File: src/rtl/key_input_pkg.sv
// Shared types for the push-button key scheduler: FSM states and the
// button-index to ASCII key map used when writing to the keyboard FIFO.
package key_input_pkg;

   typedef enum logic [2:0] {
      ST_IDLE,
      ST_DEBOUNCE,
      ST_ISSUE,
      ST_WAIT_ACK,
      ST_HOLD,
      ST_RELEASE
   } state_e;

   localparam logic [6:0] ASCII_W = 7'h57;
   localparam logic [6:0] ASCII_D = 7'h44;
   localparam logic [6:0] ASCII_S = 7'h53;
   localparam logic [6:0] ASCII_A = 7'h41;

   function automatic logic [6:0] key_to_ascii(input logic [1:0] key);
      logic [6:0] code;
      case (key)
         2'd0:    code = ASCII_W;
         2'd1:    code = ASCII_D;
         2'd2:    code = ASCII_S;
         default: code = ASCII_A;
      endcase
      return code;
   endfunction

endpackage

File: src/rtl/key_input_scheduler.sv
// Debounces four buttons, arbitrates by highest index, adds auto-repeat for
// held keys and drives the keyboard FIFO write handshake.
module key_input_scheduler
   import key_input_pkg::*;
#(
   parameter int CNT_W          = 24,
   parameter int DEBOUNCE_TICKS = 100000,
   parameter int REPEAT_DELAY   = 400000,
   parameter int REPEAT_PERIOD  = 100000
) (
   input  logic       FPGA_GlobalClock,
   input  logic       rst,
   input  logic       tick_en,
   input  logic [3:0] keyboard_in,
   input  logic       fifo_full,
   input  logic       wr_ack,
   output logic       wr_en,
   output logic [6:0] din,
   output logic       busy,
   output logic [7:0] drop_count
);

   localparam longint CNT_LIMIT = longint'(1) << CNT_W;

   if (DEBOUNCE_TICKS < 1 || longint'(DEBOUNCE_TICKS) >= CNT_LIMIT ||
       REPEAT_DELAY < 1   || longint'(REPEAT_DELAY)   >= CNT_LIMIT ||
       REPEAT_PERIOD < 0  || longint'(REPEAT_PERIOD)  >= CNT_LIMIT) begin : g_param_check
      $error("key_input_scheduler: counter parameters do not fit in CNT_W");
   end

   localparam logic [CNT_W-1:0] DEB_TGT    = CNT_W'(DEBOUNCE_TICKS - 1);
   localparam logic [CNT_W-1:0] DELAY_TGT  = CNT_W'(REPEAT_DELAY - 1);
   localparam logic [CNT_W-1:0] PERIOD_TGT = CNT_W'(REPEAT_PERIOD - 1);

   state_e           state_q, state_d;
   logic [CNT_W-1:0] cnt_q, cnt_d;
   logic [1:0]       cur_q, cur_d;
   logic             rep_q, rep_d;
   logic             wr_en_q, wr_en_d;
   logic [6:0]       din_q, din_d;
   logic [7:0]       drop_q, drop_d;
   logic             busy_q;

   logic [1:0]       sel;
   logic             any;
   logic [CNT_W-1:0] hold_tgt;

   always_comb begin
      if (keyboard_in[3])      sel = 2'd3;
      else if (keyboard_in[2]) sel = 2'd2;
      else if (keyboard_in[1]) sel = 2'd1;
      else                     sel = 2'd0;
   end

   assign any      = |keyboard_in;
   assign hold_tgt = rep_q ? PERIOD_TGT : DELAY_TGT;

   always_comb begin
      state_d = state_q;
      cnt_d   = cnt_q;
      cur_d   = cur_q;
      rep_d   = rep_q;
      wr_en_d = wr_en_q;
      din_d   = din_q;
      drop_d  = drop_q;
      case (state_q)
         ST_IDLE: begin
            if (any) begin
               cur_d   = sel;
               cnt_d   = '0;
               state_d = ST_DEBOUNCE;
            end
         end
         ST_DEBOUNCE: begin
            if (!any) begin
               state_d = ST_IDLE;
            end else if (sel != cur_q) begin
               cur_d = sel;
               cnt_d = '0;
            end else if (tick_en) begin
               if (cnt_q == DEB_TGT) begin
                  rep_d   = 1'b0;
                  state_d = ST_ISSUE;
               end else begin
                  cnt_d = cnt_q + 1'b1;
               end
            end
         end
         ST_ISSUE: begin
            // A first press waits for FIFO space; a repeat is simply dropped.
            if (fifo_full) begin
               if (rep_q) begin
                  if (drop_q != 8'hFF) drop_d = drop_q + 8'd1;
                  cnt_d   = '0;
                  state_d = ST_HOLD;
               end
            end else begin
               wr_en_d = 1'b1;
               din_d   = key_to_ascii(cur_q);
               state_d = ST_WAIT_ACK;
            end
         end
         ST_WAIT_ACK: begin
            if (wr_ack) begin
               wr_en_d = 1'b0;
               if (!any) begin
                  state_d = ST_IDLE;
               end else if (sel != cur_q) begin
                  state_d = ST_RELEASE;
               end else begin
                  cnt_d   = '0;
                  state_d = ST_HOLD;
               end
            end
         end
         ST_HOLD: begin
            if (!any) begin
               state_d = ST_IDLE;
            end else if (sel != cur_q) begin
               cur_d   = sel;
               cnt_d   = '0;
               state_d = ST_DEBOUNCE;
            end else if (REPEAT_PERIOD != 0 && tick_en) begin
               if (cnt_q == hold_tgt) begin
                  rep_d   = 1'b1;
                  cnt_d   = '0;
                  state_d = ST_ISSUE;
               end else begin
                  cnt_d = cnt_q + 1'b1;
               end
            end
         end
         ST_RELEASE: begin
            if (!any) begin
               state_d = ST_IDLE;
            end else begin
               cur_d   = sel;
               cnt_d   = '0;
               state_d = ST_DEBOUNCE;
            end
         end
         default: state_d = ST_IDLE;
      endcase
   end

   always_ff @(posedge FPGA_GlobalClock) begin
      if (rst) begin
         state_q <= ST_IDLE;
         cnt_q   <= '0;
         cur_q   <= 2'd0;
         rep_q   <= 1'b0;
         wr_en_q <= 1'b0;
         din_q   <= 7'd0;
         drop_q  <= 8'd0;
         busy_q  <= 1'b0;
      end else begin
         state_q <= state_d;
         cnt_q   <= cnt_d;
         cur_q   <= cur_d;
         rep_q   <= rep_d;
         wr_en_q <= wr_en_d;
         din_q   <= din_d;
         drop_q  <= drop_d;
         busy_q  <= (state_d != ST_IDLE);
      end
   end

   assign wr_en      = wr_en_q;
   assign din        = din_q;
   assign busy       = busy_q;
   assign drop_count = drop_q;

endmodule

File: config.mk
export PLATFORM = sky130hd
export DESIGN_NAME = key_input_scheduler
export DESIGN_NICKNAME = d
export VERILOG_FILES = /design/src/rtl/key_input_pkg.sv /design/src/rtl/key_input_scheduler.sv
export SDC_FILE = /design/constraint.sdc
export NUM_CORES = 1
export LEC_CHECK = 0
export ABC_AREA = 1
export BUFFER_PORTS_ARGS = -buffer_cell sky130_fd_sc_hd__buf_4
export CAP_MARGIN = 20
export CORE_ASPECT_RATIO = 0.8
export CORE_UTILIZATION = 60
export DETAILED_ROUTE_END_ITERATION = 8
export PLACE_DENSITY_LB_ADDON = 0.3
export SLEW_MARGIN = 10
export SYNTH_ARGS = -nofsm -noshare
export SYNTH_HDL_FRONTEND = slang
export SYNTH_SLANG_ARGS = --single-unit
File: constraint.sdc
create_clock -name FPGA_GlobalClock -period 1.95 [get_ports FPGA_GlobalClock]
set_input_delay 0.0975 -clock FPGA_GlobalClock [delete_from_list [all_inputs] [get_ports FPGA_GlobalClock]]
set_output_delay 0.0975 -clock FPGA_GlobalClock [all_outputs]
set_load 0.03 [all_outputs]
==> summary.md <==
### Outcome
* completed — result of the run

### Worst setup path
* dfxtp_1 — cell with the largest stage delay on the worst path
* register to register — kind of critical path
* 370 ps — Largest stage delay, worst path
* cnt_q[4] — critical register-to-register path startpoint
* nand2_1 -> inv_1 -> nand2_2 -> nor2_4 -> nand2_2 -> nor2_4 -> nand3_4 -> nand2_4 -> nor2_8 -> nand2_4 -> nand2_8 -> inv_8 -> nand2_1 -> nor2_1 — cells along the critical path
* cnt_q[4] — startpoint of the worst setup timing path
* register — critical path launch point type
* 9 — maximum fanout along the worst path
* register — element type at the critical path end
* 2160 ps — signal arrival time at the worst endpoint
* 2190 ps — data required time of the worst path
* simple AND/OR/NAND/NOR gates — Top delay family on crit path
* 2 — number of buffer and inverter instances along the worst setup path

### Layout
* 20.2% — Area Overhead vs Synth
* 3460 µm² — total non-filler cell area in the finished layout
* 0.753 — Final Util
* 0 — antenna diode count
* 526 — total number of nets in the final design
* 370 — fillers
* 0.200 — fraction of final layout cells sized beyond drive strength 1
* 576 — number of non-filler instances in the completed layout

### Timing
* 620 ps — Least-Margin Pin Slew
* 1920 ps — final critical delay including setup and external delays
* 0.984 — final clock period utilization by the worst path
* 521 MHz — maximum clock frequency
* 31.4 ps — final setup margin
* 0 — final hold violations
* 8.17 ps — worst clock skew
* 101 ps — hold_ws
* 0 ps — setup total negative slack
* 0 — max-slew violation count
* 0 — setup violation total in the final timing report
* 0.586 — worst slew margin relative to its limit

### Logic synthesis
* nand2_1, nor2_1, inv_1, dfxtp_1, a21oi_1 — most instantiated cells after synthesis
* dfxtp_1, nand2_1, nor2_1, inv_1, a21oi_1 — largest cells by area after synthesis
* 6.13 µm² — synthesized area per cell
* 0.306 — sequential share of the synthesized area
* dfxtp_1 — post-synth top area cell
* 0 — number of warnings printed during yosys synthesis
* 470 — synthesized instance count
* 2880 µm² — Cell Area, Synth
* dfxtp_1 — flip-flop cell with the highest count after synthesis
* 0 — Synth async-reset ratio
* 0.306 — share of the synthesized area in the top cell type
* 0 — number of enable-type register cells in the synthesized netlist
* 37 — number of distinct standard cells referenced by the synthesized netlist
* 44 — total of flip-flops plus latches after synthesis
* nand2_1 — leading cell type by number of instances after synthesis

### Routing
* 8700 µm — Detailed Route WL
* 0 — total DRC errors in the routed layout
* 0 — DRT antenna net count
* 374 — drt initial violations
* 5.78 — via-per-instance ratio
* 3331 — vias after detailed routing
* 9 — count of TritonRoute iterations in the first routing pass
* 15.1 µm — WL/cell

### Power
* 0.403 — Clk pwr share
* 0.480 — power share of the sequential group
* 0.504 mW — P_sw
* 1.43 nW — Leak
* 1.41 mW — internal power contribution
* 0.452 mV — peak supply drop
* 1.91 mW — overall power consumption
* 0.264 — sw frac
* 552 nW/µm² — cell area power density
* 0.118 — power share of the combinational group

### Die
* 64.0 µm — Die Span Y
* 26 — Ports
* 4600 µm² — placeable core area
* 22 — num rows
* 5080 µm² — area of the die
* 79.4 µm — width of the die
* 0.626 — Initial Util

### Placed design
* 23 — number of buffers added on ports
* 1.03 — RD Place Congestion
* 563 — Inst Count DP
* -5.03 ps — DP Worst Slack
* 3210 µm² — cell area reported after detailed placement
* 6240 µm — final HPWL from detailed placement

### Clock tree
* yes — TritonCTS clock tree
* 2 — number of levels in the clock H-tree
* 90 ps — clock-pin slew on the worst setup and hold paths
* clkbuf_8 — clk root buf
* 5 — TritonCTS buffer count
* 44 — clock sink total
* 310 ps — Worst-Skew Late Latency
* 2 — Max clock buf depth

### Job
* 0 — max-capacitance violation count

### GRT
* 19 — pin count of the biggest net entering global routing
* 2870 — vias in the first global route
* 0.340 — global routing usage summed across all routing layers
* 0 — overflow left after global routing
* 13300 µm — wire length of the first global-routing pass
* 0 — initial antenna violation count

### Min path
* input port to register — kind of path behind the tightest hold check
* rst — critical hold path startpoint

## metal layers
layer | track usage | wire [µm] | share of wire
met1 | 0.473 | 3620 | 0.42
met2 | 0.534 | 3890 | 0.45
met3 | 0.0671 | 1060 | 0.12
met4 | 0.0864 | 131 | 0.015
met5 | 0 | 0 | 0
## power groups by stage
stage / Clock [mW] / Sequential [mW] / Combinational [mW]
6_report: 0.770 / 0.917 / 0.225
5_1_grt: 0.803 / 0.918 / 0.244
4_1_cts: 0.771 / 0.916 / 0.196
3_5_place_dp: 0 / 0.937 / 0.194
3_3_place_gp: 0 / 0.937 / 0.191
2_1_floorplan: 0 / 0.940 / 0.133
## worst paths after layout
path                            cells past startpoint  slack, ps        end
worst min register to register                      2        470     din[2]
worst max-delay path                               14         30  cnt_q[11]
worst max register to register                     14         30  cnt_q[11]
worst min-delay path                                2        100  cnt_q[21]
## sequential cells by signal (all words and copies together), names as in the netlist
signal      flops
cnt_q          24
drop_count      8
din             4
state_q         3
cur_q           2
busy            1
rep_q           1
wr_en           1
## layout by cell type (no fill, tap or decap), drive strengths merged, types with 2 or more instances in the layout
cell and count:
a211oi 2, inv 60, nand4 12, conb 2, nor2 84, ha 2
nor4 2, a31oi 2, nand3 34, a21oi 36, nand2 129, or2 3
o21a 2, nor3 13, buf 47, o211ai 3, dfxtp 44, o21ai 26
clkbuf 6
## logic make-up after synthesis
group | count (synthesis) | synth area share
compound gates | 73 | 0.137
buf+inv | 71 | 0.104
xor+xnor | 1 | 0.00304
fa+ha+maj | 2 | 0.00869
simple gates | 278 | 0.439
other cells | 1 | 0.00130
flops | 44 | 0.306
## worst reg2reg max path, cell delays in order (launching register included)
cell,delay (ps)
dfxtp_1,370
nand2_1,110
inv_1,150
nand2_2,100
nor2_4,150
nand2_2,90
nor2_4,150
nand3_4,100
nand2_4,100
nor2_8,70
nand2_4,100
nand2_8,90
inv_8,100
nand2_1,50
nor2_1,120
## timing repair
item                       in CTS  in global routing
setup endpoints to repair       7                 23
gates cloned                    0                  1
gates resized for setup         1                 27
pin swaps                       0                  5
hold buffers                    0                  0
setup buffers                   0                  4
## area by class of cell
class | count | area (µm²) | share of cell area
inverter | 60 | 233 | 0.0672
tap | 60 | 75.1 | 0.0217
timing repair buffer | 47 | 364 | 0.105
clock buffer | 6 | 82.6 | 0.0239
multi-input combinational | 357 | 1780 | 0.514
clock inverter | 2 | 38.8 | 0.0112
sequential | 44 | 890 | 0.257
No activity file was read; power rests on OpenSTA's default activity.
